==> src/rtl/nbit_stored_program_cpu.sv <==
// Parametrised stored-program CPU: INC / JNO / HLT / CLR on an N-bit accumulator,
// with a writable program memory, start/halt/restart control and single-step mode.
module nbit_stored_program_cpu #(
    parameter int DATA_W = 4,
    parameter int ADDR_W = 3
) (
    input  logic              clk,
    input  logic              reset,
    input  logic              start,
    input  logic              step_mode,
    input  logic              step,
    input  logic              prog_we,
    input  logic [ADDR_W-1:0] prog_addr,
    input  logic [ADDR_W+1:0] prog_data,
    output logic [ADDR_W-1:0] pc,
    output logic [DATA_W-1:0] r,
    output logic              rs,
    output logic              running,
    output logic              halted
);

    localparam int DEPTH = 1 << ADDR_W;

    localparam logic [1:0] OP_INC = 2'b00;
    localparam logic [1:0] OP_JNO = 2'b01;
    localparam logic [1:0] OP_HLT = 2'b10;
    localparam logic [1:0] OP_CLR = 2'b11;

    typedef enum logic [1:0] {
        S_IDLE,
        S_RUN,
        S_HALT
    } state_t;

    state_t state;
    state_t state_next;

    logic [ADDR_W+1:0] mem [DEPTH];
    logic [ADDR_W+1:0] instr;
    logic [1:0]        opcode;
    logic [ADDR_W-1:0] operand;
    logic              exec;
    logic [DATA_W:0]   inc_sum;
    logic [ADDR_W-1:0] pc_inc;

    assign instr   = mem[pc];
    assign opcode  = instr[ADDR_W+1:ADDR_W];
    assign operand = instr[ADDR_W-1:0];
    assign exec    = (state == S_RUN) && (!step_mode || step);
    assign inc_sum = {1'b0, r} + (DATA_W+1)'(1);
    assign pc_inc  = pc + ADDR_W'(1);

    always_ff @(posedge clk) begin
        if (reset) begin
            state <= S_IDLE;
        end else begin
            state <= state_next;
        end
    end

    always_comb begin
        state_next = state;
        case (state)
            S_IDLE:  if (start) state_next = S_RUN;
            S_RUN:   if (exec && opcode == OP_HLT) state_next = S_HALT;
            S_HALT:  if (start) state_next = S_RUN;
            default: state_next = S_IDLE;
        endcase
    end

    always_comb begin
        running = (state == S_RUN);
        halted  = (state == S_HALT);
    end

    // Program memory survives reset; it is only writable while the core is stopped.
    always_ff @(posedge clk) begin
        if (prog_we && !reset && state != S_RUN) begin
            mem[prog_addr] <= prog_data;
        end
    end

    always_ff @(posedge clk) begin
        if (reset) begin
            pc <= '0;
            r  <= '0;
            rs <= 1'b0;
        end else begin
            case (state)
                S_IDLE, S_HALT: begin
                    if (start) pc <= '0;
                end
                S_RUN: begin
                    if (exec) begin
                        case (opcode)
                            OP_INC: begin
                                r  <= inc_sum[DATA_W-1:0];
                                rs <= inc_sum[DATA_W];
                                pc <= pc_inc;
                            end
                            OP_JNO: pc <= rs ? pc_inc : operand;
                            OP_CLR: begin
                                r  <= '0;
                                rs <= 1'b0;
                                pc <= pc_inc;
                            end
                            default: ;
                        endcase
                    end
                end
                default: ;
            endcase
        end
    end

endmodule

==> config.mk <==
export PLATFORM = sky130hd
export DESIGN_NAME = nbit_stored_program_cpu
export DESIGN_NICKNAME = d
export VERILOG_FILES = /design/src/rtl/nbit_stored_program_cpu.sv
export SDC_FILE = /design/constraint.sdc
export NUM_CORES = 1
export LEC_CHECK = 0
export ABC_CLOCK_PERIOD_IN_PS = 3440
export BUFFER_PORTS_ARGS = -buffer_cell sky130_fd_sc_hd__buf_2
export CAP_MARGIN = 30
export CORE_ASPECT_RATIO = 0.9
export CORE_UTILIZATION = 50
export DETAILED_ROUTE_END_ITERATION = 7
export GPL_ROUTABILITY_DRIVEN = 0
export PLACE_DENSITY = 0.72
export SLEW_MARGIN = 20
export SYNTH_ARGS = -nofsm -noshare
export SYNTH_HDL_FRONTEND = slang
export SYNTH_SLANG_ARGS = --single-unit
==> constraint.sdc <==
create_clock -name clk -period 3.44 [get_ports clk]
set_input_delay 0 -clock clk [delete_from_list [all_inputs] [get_ports clk]]
set_output_delay 0 -clock clk [all_outputs]
set_load 0.01 [all_outputs]
==> tab_implementation.tex <==
\begin{tabular}{lr}
\hline
Metric & Value \\
\hline
\multicolumn{2}{l}{\textbf{Finish}} \\
\quad \# diodes & 0 \\
\quad Proportion of layout cells with a drive suffix above 1 & 0.2434 \\
\quad Net count of the finished layout & 207 \\
\quad Growth of design area from synthesis to finish & 14.29\% \\
\quad Post-layout instance area & 2592 µm² \\
\quad Fill count & 316 \\
\multicolumn{2}{l}{\textbf{Status}} \\
\quad Outcome & complete, no violations \\
\multicolumn{2}{l}{\textbf{Floorplanning}} \\
\quad Area of the core region & 4212 µm² \\
\quad Site Rows & 22 \\
\quad Number of top-level design ports & 24 \\
\quad Die outline height & 65.90 µm \\
\quad Starting Density & 0.5386 \\
\quad Area of the die & 4811 µm² \\
\quad Chip width & 73 µm \\
\multicolumn{2}{l}{\textbf{Setup path}} \\
\quad Setup crit start kind & flip-flop \\
\quad Category of the most critical setup path & flip-flop to flip-flop \\
\quad WP data arrival & 2.98 ns \\
\quad Kind of end point of the critical path & flip-flop \\
\quad Highest fanout seen on the critical path & 5 \\
\quad Ordered list of cells on the worst path & mux4\_2 -> mux2i\_1 -> inv\_1 -> ha\_1 -> or2\_2 -> nor3b\_1 -> o2111ai\_1 -> o32ai\_1 \\
\quad Endpoint required time on the critical path & 3.64 ns \\
\quad Delay of the slowest cell on the worst path & 0.55 ns \\
\quad Slowest library cell on the worst path & sky130\_fd\_sc\_hd\_\_mux4\_2 \\
\multicolumn{2}{l}{\textbf{STA}} \\
\quad Count of pins over their slew limit & 0 \\
\quad Slew Limit Headroom & 0.4251 \\
\quad Worst Clk Skew & 0.01063 ns \\
\quad Final period demand of the worst path & 2.774 ns \\
\quad RSZ-0062 raised after global routing & no \\
\quad Number of setup violations in the final report & 0 \\
\quad Count of endpoints failing hold in the final timing report & 0 \\
\quad Final Cycle Share & 0.8063 \\
\quad Total Neg Setup Slack & 0 ns \\
\quad Maximum clock rate & 360.5 MHz \\
\quad Actual slew at the worst max-slew pin & 0.8557 ns \\
\multicolumn{2}{l}{\textbf{Routing}} \\
\quad Count of antenna-violating nets left after detailed routing & 0 \\
\quad Total Wirelength & 3985 µm \\
\quad First-pass iteration count of the detailed router & 4 \\
\quad Vias per cell & 5.482 \\
\quad WL per Instance & 16.00 µm \\
\quad Iter 0 DRT Violations & 123 \\
\quad Via total after detailed routing & 1,365 \\
\quad \# DRC & 0 \\
\multicolumn{2}{l}{\textbf{Logic synthesis}} \\
\quad Async set-reset flop share out of synthesis & 0 \\
\quad Seq cells post-synth & 53 \\
\quad Synthesized instance count & 158 \\
\quad Synth Area per Inst & 14.36 µm² \\
\quad Area share of the largest cell type after synthesis & 0.5295 \\
\quad Number of different library cells in the post-synthesis netlist & 39 \\
\quad Most common library cells after synthesis & sky130\_fd\_sc\_hd\_\_edfxtp\_1 (40), sky130\_fd\_sc\_hd\_\_dfxtp\_1 (13), sky130\_fd\_sc\_hd\_\_nor2\_1 (13), sky130\_fd\_sc\_hd\_\_nand2\_1 (11) \\
\quad Most frequently used flop master after synthesis & sky130\_fd\_sc\_hd\_\_edfxtp\_1 \\
\quad Count of flip-flops with a built-in enable after synthesis & 40 \\
\quad Cell area after technology mapping & 2268 µm² \\
\quad Syn nets & 177 \\
\quad Most instantiated library cell after synthesis & sky130\_fd\_sc\_hd\_\_edfxtp\_1 \\
\quad Top cells by area, synth & sky130\_fd\_sc\_hd\_\_edfxtp\_1 (53\%), sky130\_fd\_sc\_hd\_\_dfxtp\_1 (11\%), sky130\_fd\_sc\_hd\_\_mux4\_2 (6.0\%) \\
\quad Cell accounting for the most synthesized area & sky130\_fd\_sc\_hd\_\_edfxtp\_1 \\
\quad Part of the Yosys area used for sequential elements & 0.6442 \\
\quad Yosys warns & 0 \\
\multicolumn{2}{l}{\textbf{Power and ir drop}} \\
\quad Worst-case vdd ir drop & 260.9 µV \\
\quad Cell area power density & 472.7 nW/µm² \\
\quad Lkg Pwr & 0.0008846 µW \\
\multicolumn{2}{l}{\textbf{GRT}} \\
\quad Overall routing resource usage & 0.1855 \\
\quad Pin count of the biggest net entering global routing & 19 \\
\quad GRT Residual Overflow & 0 \\
\quad First-pass GRT wire length & 6499 µm \\
\quad Via count of the first global-routing pass & 1,358 \\
\quad Antenna violations before repair & 0 \\
\multicolumn{2}{l}{\textbf{Clock network}} \\
\quad Clock network latency to the later pin of the worst-skew pair & 0.31 ns \\
\quad Maximum number of buffers from clock root to sink & 2 \\
\quad Setup fix buffers added after clock tree synthesis & 0 \\
\quad Cts bufs inserted & 5 \\
\quad H-Tree Level Count & 2 \\
\quad Number of clock sinks seen by CTS & 53 \\
\quad CTS clk-pin slew, worst paths & 0.10 ns \\
\quad Clock tree from TritonCTS & yes \\
\quad Master cell of the clock root buffer & sky130\_fd\_sc\_hd\_\_clkbuf\_8 \\
\multicolumn{2}{l}{\textbf{Placed design}} \\
\quad Number of I/O port buffers & 23 \\
\quad Placed cell area & 2426 µm² \\
\quad Post-detail-place hpwl & 2962 µm \\
\multicolumn{2}{l}{\textbf{Min path}} \\
\quad Min-delay worst type & input pin to flip-flop \\
\multicolumn{2}{l}{\textbf{Job}} \\
\quad Max-cap violations & 0 \\
\hline
\end{tabular}
## cell usage in the layout (no fill, tap or decap), types with 6 or more instances in the layout
cell,Yosys,routed
sky130_fd_sc_hd__nand2_1,11,11
sky130_fd_sc_hd__dfxtp_1,13,13
sky130_fd_sc_hd__mux2i_1,7,7
sky130_fd_sc_hd__buf_2,2,23
sky130_fd_sc_hd__edfxtp_1,40,40
sky130_fd_sc_hd__nor2_1,13,13
sky130_fd_sc_hd__mux4_2,6,6
sky130_fd_sc_hd__a21oi_1,7,7
## state kept, by name, summed over array words and instances, names as in the netlist, named ones only
signal and flops:
r 4, state 2, rs 1, mem 40
pc 3
## logic make-up after synthesis
family | Yosys count | share of synthesized area
AOI/OAI and AO/OA | 24 | 0.07116
xor gates and xnor gates | 1 | 0.003862
adders and majority gates | 5 | 0.02758
buffers and inverters | 11 | 0.02593
DFF | 53 | 0.6442
muxes | 17 | 0.1103
and+or+nand+nor | 47 | 0.1169
## through the flow
step                      cells  utilization  hold slack (ns)  power [µW]  worst slack [ns]
after floorplan             158            -          0.07821       772.2            0.8884
after global placement      236       0.5761           0.2748       795.9            0.8256
after detailed placement    236       0.5761           0.2960       799.9            0.6808
after CTS                   249       0.6156         0.005692        1233            0.6411
after global routing        249       0.6156          0.02960        1265            0.4477
final                       249       0.6156          0.01277        1226            0.6663
## power breakdown
part	switching [µW]	internal [µW]	total, µW	leakage, µW
registers	7.46	696	703	0.000466
logic	48.4	37.5	86.0	0.000359
clock network	214	222	436	0.0000591
## final cells by class
| cell class | instances | area (µm²) | share of cell area |
|---|---|---|---|
| clock buffers | 5 | 68.82 | 0.02654 |
| clock inverters | 3 | 47.55 | 0.01834 |
| inverters | 5 | 18.77 | 0.007239 |
| multi-input cells | 94 | 748.2 | 0.2886 |
| flip-flops and latches | 53 | 1461 | 0.5637 |
| well taps | 60 | 75.07 | 0.02896 |
| repair buffers | 29 | 172.7 | 0.06660 |
## path summary, 6_finish.rpt
path,startpoint,end,slack (ns),depth (start not counted)
max,flip-flop,pc[1]$_SDFFE_PP0P_,0.67,8
min,start,state[1]$_SDFFE_PP0P_,0.01,4
max reg2reg,flip-flop,pc[1]$_SDFFE_PP0P_,0.67,8
min reg2reg,rs$_SDFFE_PP0P_,rs$_SDFFE_PP0P_,0.50,2
## critical path, delay by kind of cell (launching register included)
family	cells	cell delay, ns
buffers and inverters	1	0.10
muxes	2	0.76
DFF	1	0.49
and+or+nand+nor	2	0.52
adders and majority gates	1	0.35
AOI/OAI and AO/OA	2	0.46
## routing by layer
layer  up-vias  global-route usage  wire, µm
met4         0             0.05637        34
met1       660              0.2403      1900
met2        35              0.3021      1884
met5         -                   0         0
li1        664                   -         -
met3         6             0.05335       166
## timing repair
action	4_1_cts	5_1_grt
setup endpoints to repair	0	0
hold buffers	5	0
endpoints found under the hold margin	40	0
resized for setup	0	0
Note: power is estimated with default switching activity, not from simulation.
